### config.mk
export PLATFORM = sky130hd
export DESIGN_NAME = mc_pi_estimator
export DESIGN_NICKNAME = d
export VERILOG_FILES = /design/src/rtl/mc_pi_estimator.sv
export SDC_FILE = /design/constraint.sdc
export NUM_CORES = 2
export LEC_CHECK = 0
export ABC_CLOCK_PERIOD_IN_PS = 34900
export CORE_MARGIN = 3
export CORE_UTILIZATION = 65
export CTS_BUF_LIST = sky130_fd_sc_hd__clkbuf_8
export CTS_CLUSTER_DIAMETER = 200
export DETAILED_ROUTE_END_ITERATION = 10
export GPL_TIMING_DRIVEN = 0
export HOLD_SLACK_MARGIN = 0.03
export PLACE_DENSITY = 0.84
export RECOVER_POWER = 100
export SLEW_MARGIN = 20
export SYNTH_ARGS = -nofsm -noshare
export SYNTH_HDL_FRONTEND = slang
export SYNTH_SLANG_ARGS = --single-unit
### constraint.sdc
create_clock -name clk -period 34.9 [get_ports clk]
set_clock_uncertainty 0.2 [all_clocks]
set_input_delay 6.98 -clock clk [delete_from_list [all_inputs] [get_ports clk]]
set_output_delay 6.98 -clock clk [all_outputs]
set_load 0.02 [all_outputs]
### src/rtl/mc_pi_estimator.sv
`timescale 1ns/1ps
`default_nettype none
// +----------------------------------------------------------------------------+
// | mc_pi_estimator : Monte-Carlo pi estimator, N_CH parallel LFSR sample lanes |
// | Optional define MC_PI_SEED_IN_EN takes the base seed from the seed port.    |
// | Revision: 1.0                                                               |
// +----------------------------------------------------------------------------+
module mc_pi_estimator #(
  parameter int N_CH         = 4,
  parameter int LFSR_W       = 16,
  parameter int LOG2_SAMPLES = 20,
  parameter int FRAC_W       = 23
) (
  input  logic                    clk,
  input  logic                    rst,
  input  logic                    start,
  input  logic [LFSR_W-1:0]       seed,
  output logic                    busy,
  output logic                    done,
  output logic [LOG2_SAMPLES:0]   hits_out,
  output logic [FRAC_W+2:0]       pi_out
);

  localparam int LOG2_N = $clog2(N_CH);
  localparam int ACC_W  = LOG2_SAMPLES + 1;
  localparam int CNT_W  = LOG2_SAMPLES + 1;
  localparam int POP_W  = $clog2(N_CH + 1);
  localparam int PW     = LOG2_SAMPLES + FRAC_W + 4;
  localparam int HALF   = LFSR_W / 2;
  localparam logic [CNT_W-1:0] S_LAST = CNT_W'((1 << (LOG2_SAMPLES - LOG2_N)) - 1);
  localparam logic [2*LFSR_W:0] SUM_LIM = {1'b1, {(2*LFSR_W){1'b0}}};

  // Galois feedback masks of maximal-length polynomials, indexed by width
  function automatic logic [31:0] tap_mask(input int w);
    case (w)
      8:       return 32'h0000_00B8;
      9:       return 32'h0000_0110;
      10:      return 32'h0000_0240;
      11:      return 32'h0000_0500;
      12:      return 32'h0000_0E08;
      13:      return 32'h0000_1C80;
      14:      return 32'h0000_3802;
      15:      return 32'h0000_6000;
      16:      return 32'h0000_B400;
      17:      return 32'h0001_2000;
      18:      return 32'h0002_0400;
      19:      return 32'h0007_2000;
      20:      return 32'h0009_0000;
      21:      return 32'h0014_0000;
      22:      return 32'h0030_0000;
      23:      return 32'h0042_0000;
      24:      return 32'h00E1_0000;
      25:      return 32'h0120_0000;
      26:      return 32'h0200_0023;
      27:      return 32'h0400_0013;
      28:      return 32'h0900_0000;
      29:      return 32'h1400_0000;
      30:      return 32'h2000_0029;
      31:      return 32'h4800_0000;
      default: return 32'h8020_0003;
    endcase
  endfunction

  localparam logic [LFSR_W-1:0] MASK = LFSR_W'(tap_mask(LFSR_W));

  function automatic logic [LFSR_W-1:0] lfsr_step(input logic [LFSR_W-1:0] v);
    return v[0] ? ((v >> 1) ^ MASK) : (v >> 1);
  endfunction

  function automatic logic [LFSR_W-1:0] non_zero(input logic [LFSR_W-1:0] v);
    return (v == '0) ? LFSR_W'(1) : v;
  endfunction

  function automatic logic [2*LFSR_W-1:0] square(input logic [LFSR_W-1:0] v);
    return {{LFSR_W{1'b0}}, v} * {{LFSR_W{1'b0}}, v};
  endfunction

  typedef enum logic [1:0] {IDLE = 2'd0, RUN = 2'd1, DRAIN = 2'd2, DONE = 2'd3} state_t;

  state_t              state, state_nx;
  logic                accept;
  logic [CNT_W-1:0]    cnt;
  logic                valid1;
  logic [ACC_W-1:0]    acc;
  logic [N_CH-1:0]     hit;
  logic [POP_W-1:0]    pop;
  logic [LFSR_W-1:0]   base, base_rot;
  logic [PW-1:0]       pi_wide;
  logic                unused_pi_hi;

`ifdef MC_PI_SEED_IN_EN
  assign base = seed;
`else
  localparam logic [31:0] BASE_CONST = 32'h0000_ACE1;
  logic unused_seed;
  assign base        = BASE_CONST[LFSR_W-1:0];
  assign unused_seed = ^seed;
`endif

  assign base_rot = (base << HALF) | (base >> (LFSR_W - HALF));

  always_comb begin
    state_nx = state;
    accept   = 1'b0;
    case (state)
      IDLE:    if (start) begin
                 accept   = 1'b1;
                 state_nx = RUN;
               end
      RUN:     if (cnt == S_LAST) state_nx = DRAIN;
      DRAIN:   if (cnt[0]) state_nx = DONE;
      DONE:    state_nx = IDLE;
      default: state_nx = IDLE;
    endcase
  end

  generate
    for (genvar k = 0; k < N_CH; k++) begin : g_lane
      logic [LFSR_W-1:0]   x, y;
      logic [2*LFSR_W-1:0] sqx, sqy;
      logic [2*LFSR_W:0]   sum;

      always_ff @(posedge clk or posedge rst) begin
        if (rst) begin
          x   <= LFSR_W'(1);
          y   <= LFSR_W'(1);
          sqx <= '0;
          sqy <= '0;
        end else begin
          if (accept) begin
            x <= non_zero(base ^ LFSR_W'(2*k + 1));
            y <= non_zero(base_rot ^ LFSR_W'(2*k + 2));
          end else if (state == RUN) begin
            x <= lfsr_step(x);
            y <= lfsr_step(y);
          end
          sqx <= square(x);
          sqy <= square(y);
        end
      end

      assign sum    = {1'b0, sqx} + {1'b0, sqy};
      assign hit[k] = (sum < SUM_LIM);
    end
  endgenerate

  always_comb begin
    pop = '0;
    for (int k = 0; k < N_CH; k++) pop = pop + POP_W'(hit[k]);
  end

  // hits may reach 2^LOG2_SAMPLES exactly, which maps to 4.0
  assign pi_wide      = (PW'(acc) << (FRAC_W + 2)) >> LOG2_SAMPLES;
  assign unused_pi_hi = ^pi_wide[PW-1:FRAC_W+3];

  always_ff @(posedge clk or posedge rst) begin
    if (rst) begin
      state    <= IDLE;
      cnt      <= '0;
      valid1   <= 1'b0;
      acc      <= '0;
      hits_out <= '0;
      pi_out   <= '0;
    end else begin
      state  <= state_nx;
      valid1 <= (state == RUN);
      if (state_nx != state) cnt <= '0;
      else if (state == RUN || state == DRAIN) cnt <= cnt + CNT_W'(1);
      if (accept) acc <= '0;
      else if (valid1) acc <= acc + ACC_W'(pop);
      if (state == DRAIN && state_nx == DONE) begin
        hits_out <= acc;
        pi_out   <= pi_wide[FRAC_W+2:0];
      end
    end
  end

  assign busy = (state == RUN) || (state == DRAIN);
  assign done = (state == DONE);

endmodule
`default_nettype wire
==> impl_metrics.toml <==
[global_route]
globalRoute.totalOverflow = 0
grt_pass1_vias = 59500
antenna_found_initial = 3
grt_max_degree = 106
grt_pass1_wl_um = 292000
grt_usage_pct = 30.0

[setup_path]
r2r_cells = 22
cp-end-kind = "async pin"
required_ns = 34.43
crit_arrival_ns = 16.09
crit_fanout = 97
worst-setup-path-type = "primary input to async pin"
path_cells = "dlygate4sd3_1 > clkinvlp_2 > clkbuf_1 > clkbuf_1"
slowest_delay_ns = 3.64
cpMaxStageDelayCell = "clkbuf_1"
startpoint_type = "primary input"
cpMostUsedCell = "clkbuf_1"

[cts]
cts_buffers = 80
hold_buffers = 0
clk_pin_slew_ns = 0.06
cts_tree = "yes"
clockBufferDepth = 3
ctsResizeCount = 0
worstSkewPairLatency_ns = 0.71
post-cts-setup-buffer-count = 0
htreeDepth = 3
cts_root_buffer = "clkbuf_8"
clkSinkCount = 434

[die]
fp.dieArea_um2 = 120000
die_y_um = 346
fp.dieW_um = 346
pin_count = 68
core.rowCount = 124
initial_utilization_pct = 65.6
core_area_um2 = 115000

[route]
wl_per_cell_um = 17.9
via_per_inst = 5.60
first_pass_iters = 8
drt_iter0_drc = 3471
wirelength_um = 173000
vias = 54100
drc = 0
detail-route-antenna-nets = 0

[final_layout]
final_core_util_pct = 69.0
nets = 10400
regArea_um2 = 10900
syn2layout_area_growth_pct = 5.20
multi_input_area_um2 = 55500
final_common_cell = "inv_1"
final_cell_mix = "inv_1, fa_1, ha_1, nand2_1, dfrtp_1"
drive_above_1_share_pct = 2.85
fillers = 8443

[synthesis]
avgSynthCellArea_um2 = 9.48
synth_compound_area_share_pct = 6.96
synth-edff-count = 0
synth_xor_area_share_pct = 3.75
syn_inst = 7941
synth_ff_type = "dfrtp_1"
synth_top_family_by_area = "adder cells"
synth_warnings = 0
synth_mux_area_share_pct = 1.88
synth_seq_cells = 434
yosys.area_share.simple_pct = 10.9
synthesis.area_um2 = 75200
synthAdderAreaFrac_pct = 50.6
synth-seq-area-share_pct = 14.4
ys_types = 103
ys_async_sr_fraction_pct = 100

[placed_design]
dp_hpwl_um = 142000
io_buffers = 46
globalplace.congestion = 0.981

[timing]
hold_viol_final = 0
worst_pin_slew_ns = 5.40
setup_viol = 0
fmax_mhz = 60.4
fin_crit_sh_pct = 47.4
fin_crit_ns = 16.56
slew_headroom_pct = -260
tns_ns = 0
rsz0062_at_grt = "false"
finalHoldWorstSlack_ns = 0.322
slew_viol_final = 443

[hold_path]
min-delay-path-class = "flop to flop"
worstHoldPathCells = 1

[status]
status = "finished with violations"
violations = "capacitance limit, slew limit"

[job]
drv_cap = 5
synth_stat cells (4+ instances only):
library cell	count	area (µm²)
a41oi_1	4	35.0
or2_2	24	150
o211ai_1	51	383
nor2b_1	56	350
fa_1	1301	26000
dfrtp_1	426	10700
nand2_1	769	2890
nor2_1	316	1190
o21ai_1	11	55.1
o21a_1	16	120
buf_4	26	195
and2_1	312	1950
nor4_1	5	31.3
a21boi_0	5	37.5
nand4_1	40	250
a21o_1	145	1090
o31ai_1	12	90.1
mux2_4	14	210
nor3b_1	7	52.6
buf_1	14	52.6
nand3b_1	5	37.5
a211o_1	7	61.3
xnor2_1	211	1850
a211oi_1	29	218
a21oi_1	227	1140
a21oi_2	8	70.1
a31oi_1	19	119
nand3_1	57	285
nand2b_1	44	275
o21bai_1	28	210
a31o_2	22	193
dfstp_2	8	210
and4_1	6	52.6
or3_1	12	75.1
nor3_1	28	140
inv_1	2007	7530
clkbuf_1	215	807
ha_1	962	12000
a221oi_1	5	43.8
xor2_1	111	972
and3_1	44	275
o21ai_2	9	78.8
o21ai_0	111	556
mux2_2	13	146
mux2i_1	106	1060
through the flow:
step                worst slack, ns  instances  cell area, µm²
finish                        18.34       9654           79200
floorplan                     15.64       7945           75300
CTS                           25.06       9651           79600
detailed placement            24.60       9508           77700
global placement              10.53       9503           77600
global route                  16.43       9653           79200
worst max-delay path: cells and delay by family:
kind,cells,cell delay (ns)
buffers and inverters,4,8.95
kinds of logic (layout without fill, tap and decap cells):
| family | Yosys count | in the layout |
|---|---|---|
| and+or+nand+nor | 1744 | 1744 |
| adders and majority gates | 2263 | 2263 |
| muxes | 133 | 133 |
| DFF | 434 | 434 |
| xor gates and xnor gates | 322 | 322 |
| other | 1 | 8 |
| AOI/OAI and AO/OA | 777 | 777 |
| buffers and inverters | 2267 | 2461 |
metal layers:
layer	track usage (%)	vias up	routed length [µm]
met3	4.95	499	12000
met2	51.8	1844	86000
li1	-	24500	-
met1	37.9	27300	67900
met5	0	-	13
met4	11.9	2	7350
final cells by class:
cell class	count	share of cell area [%]
Antenna cell	3	0.00948
Buffer	260	1.36
Clock buffer	98	1.70
Clock inverter	45	0.572
Inverter	2007	9.52
Multi-Input combinational cell	5244	70.1
Sequential cell	434	13.7
Tap cell	1512	2.39
Timing Repair Buffer	51	0.610
state kept, by name (all words and copies together) (netlist names):
register / cells
acc: 21
g_lane.sqy: 120
state: 2
g_lane.x: 64
hits_out: 21
g_lane.y: 64
cnt: 21
valid1: 1
g_lane.sqx: 120
worst paths after layout:
path | start | endpoint | slack, ns
worst max-delay path | rst | g_lane[3].sqy[26] | 18.34
worst min-delay path | hits_out[12] | hits_out[12] | 0.32
worst max register to register | g_lane[2].y[4] | g_lane[2].sqy[31] | 26.71
worst min register to register | hits_out[12] | hits_out[12] | 0.32
max in group clk | state[0] | busy | 25.02
min in group asynchronous | rst | g_lane[1].y[3] | 7.21
Power is not shown: default switching activity piles up to over one toggle a cycle in this logic, so the estimate is an artifact.
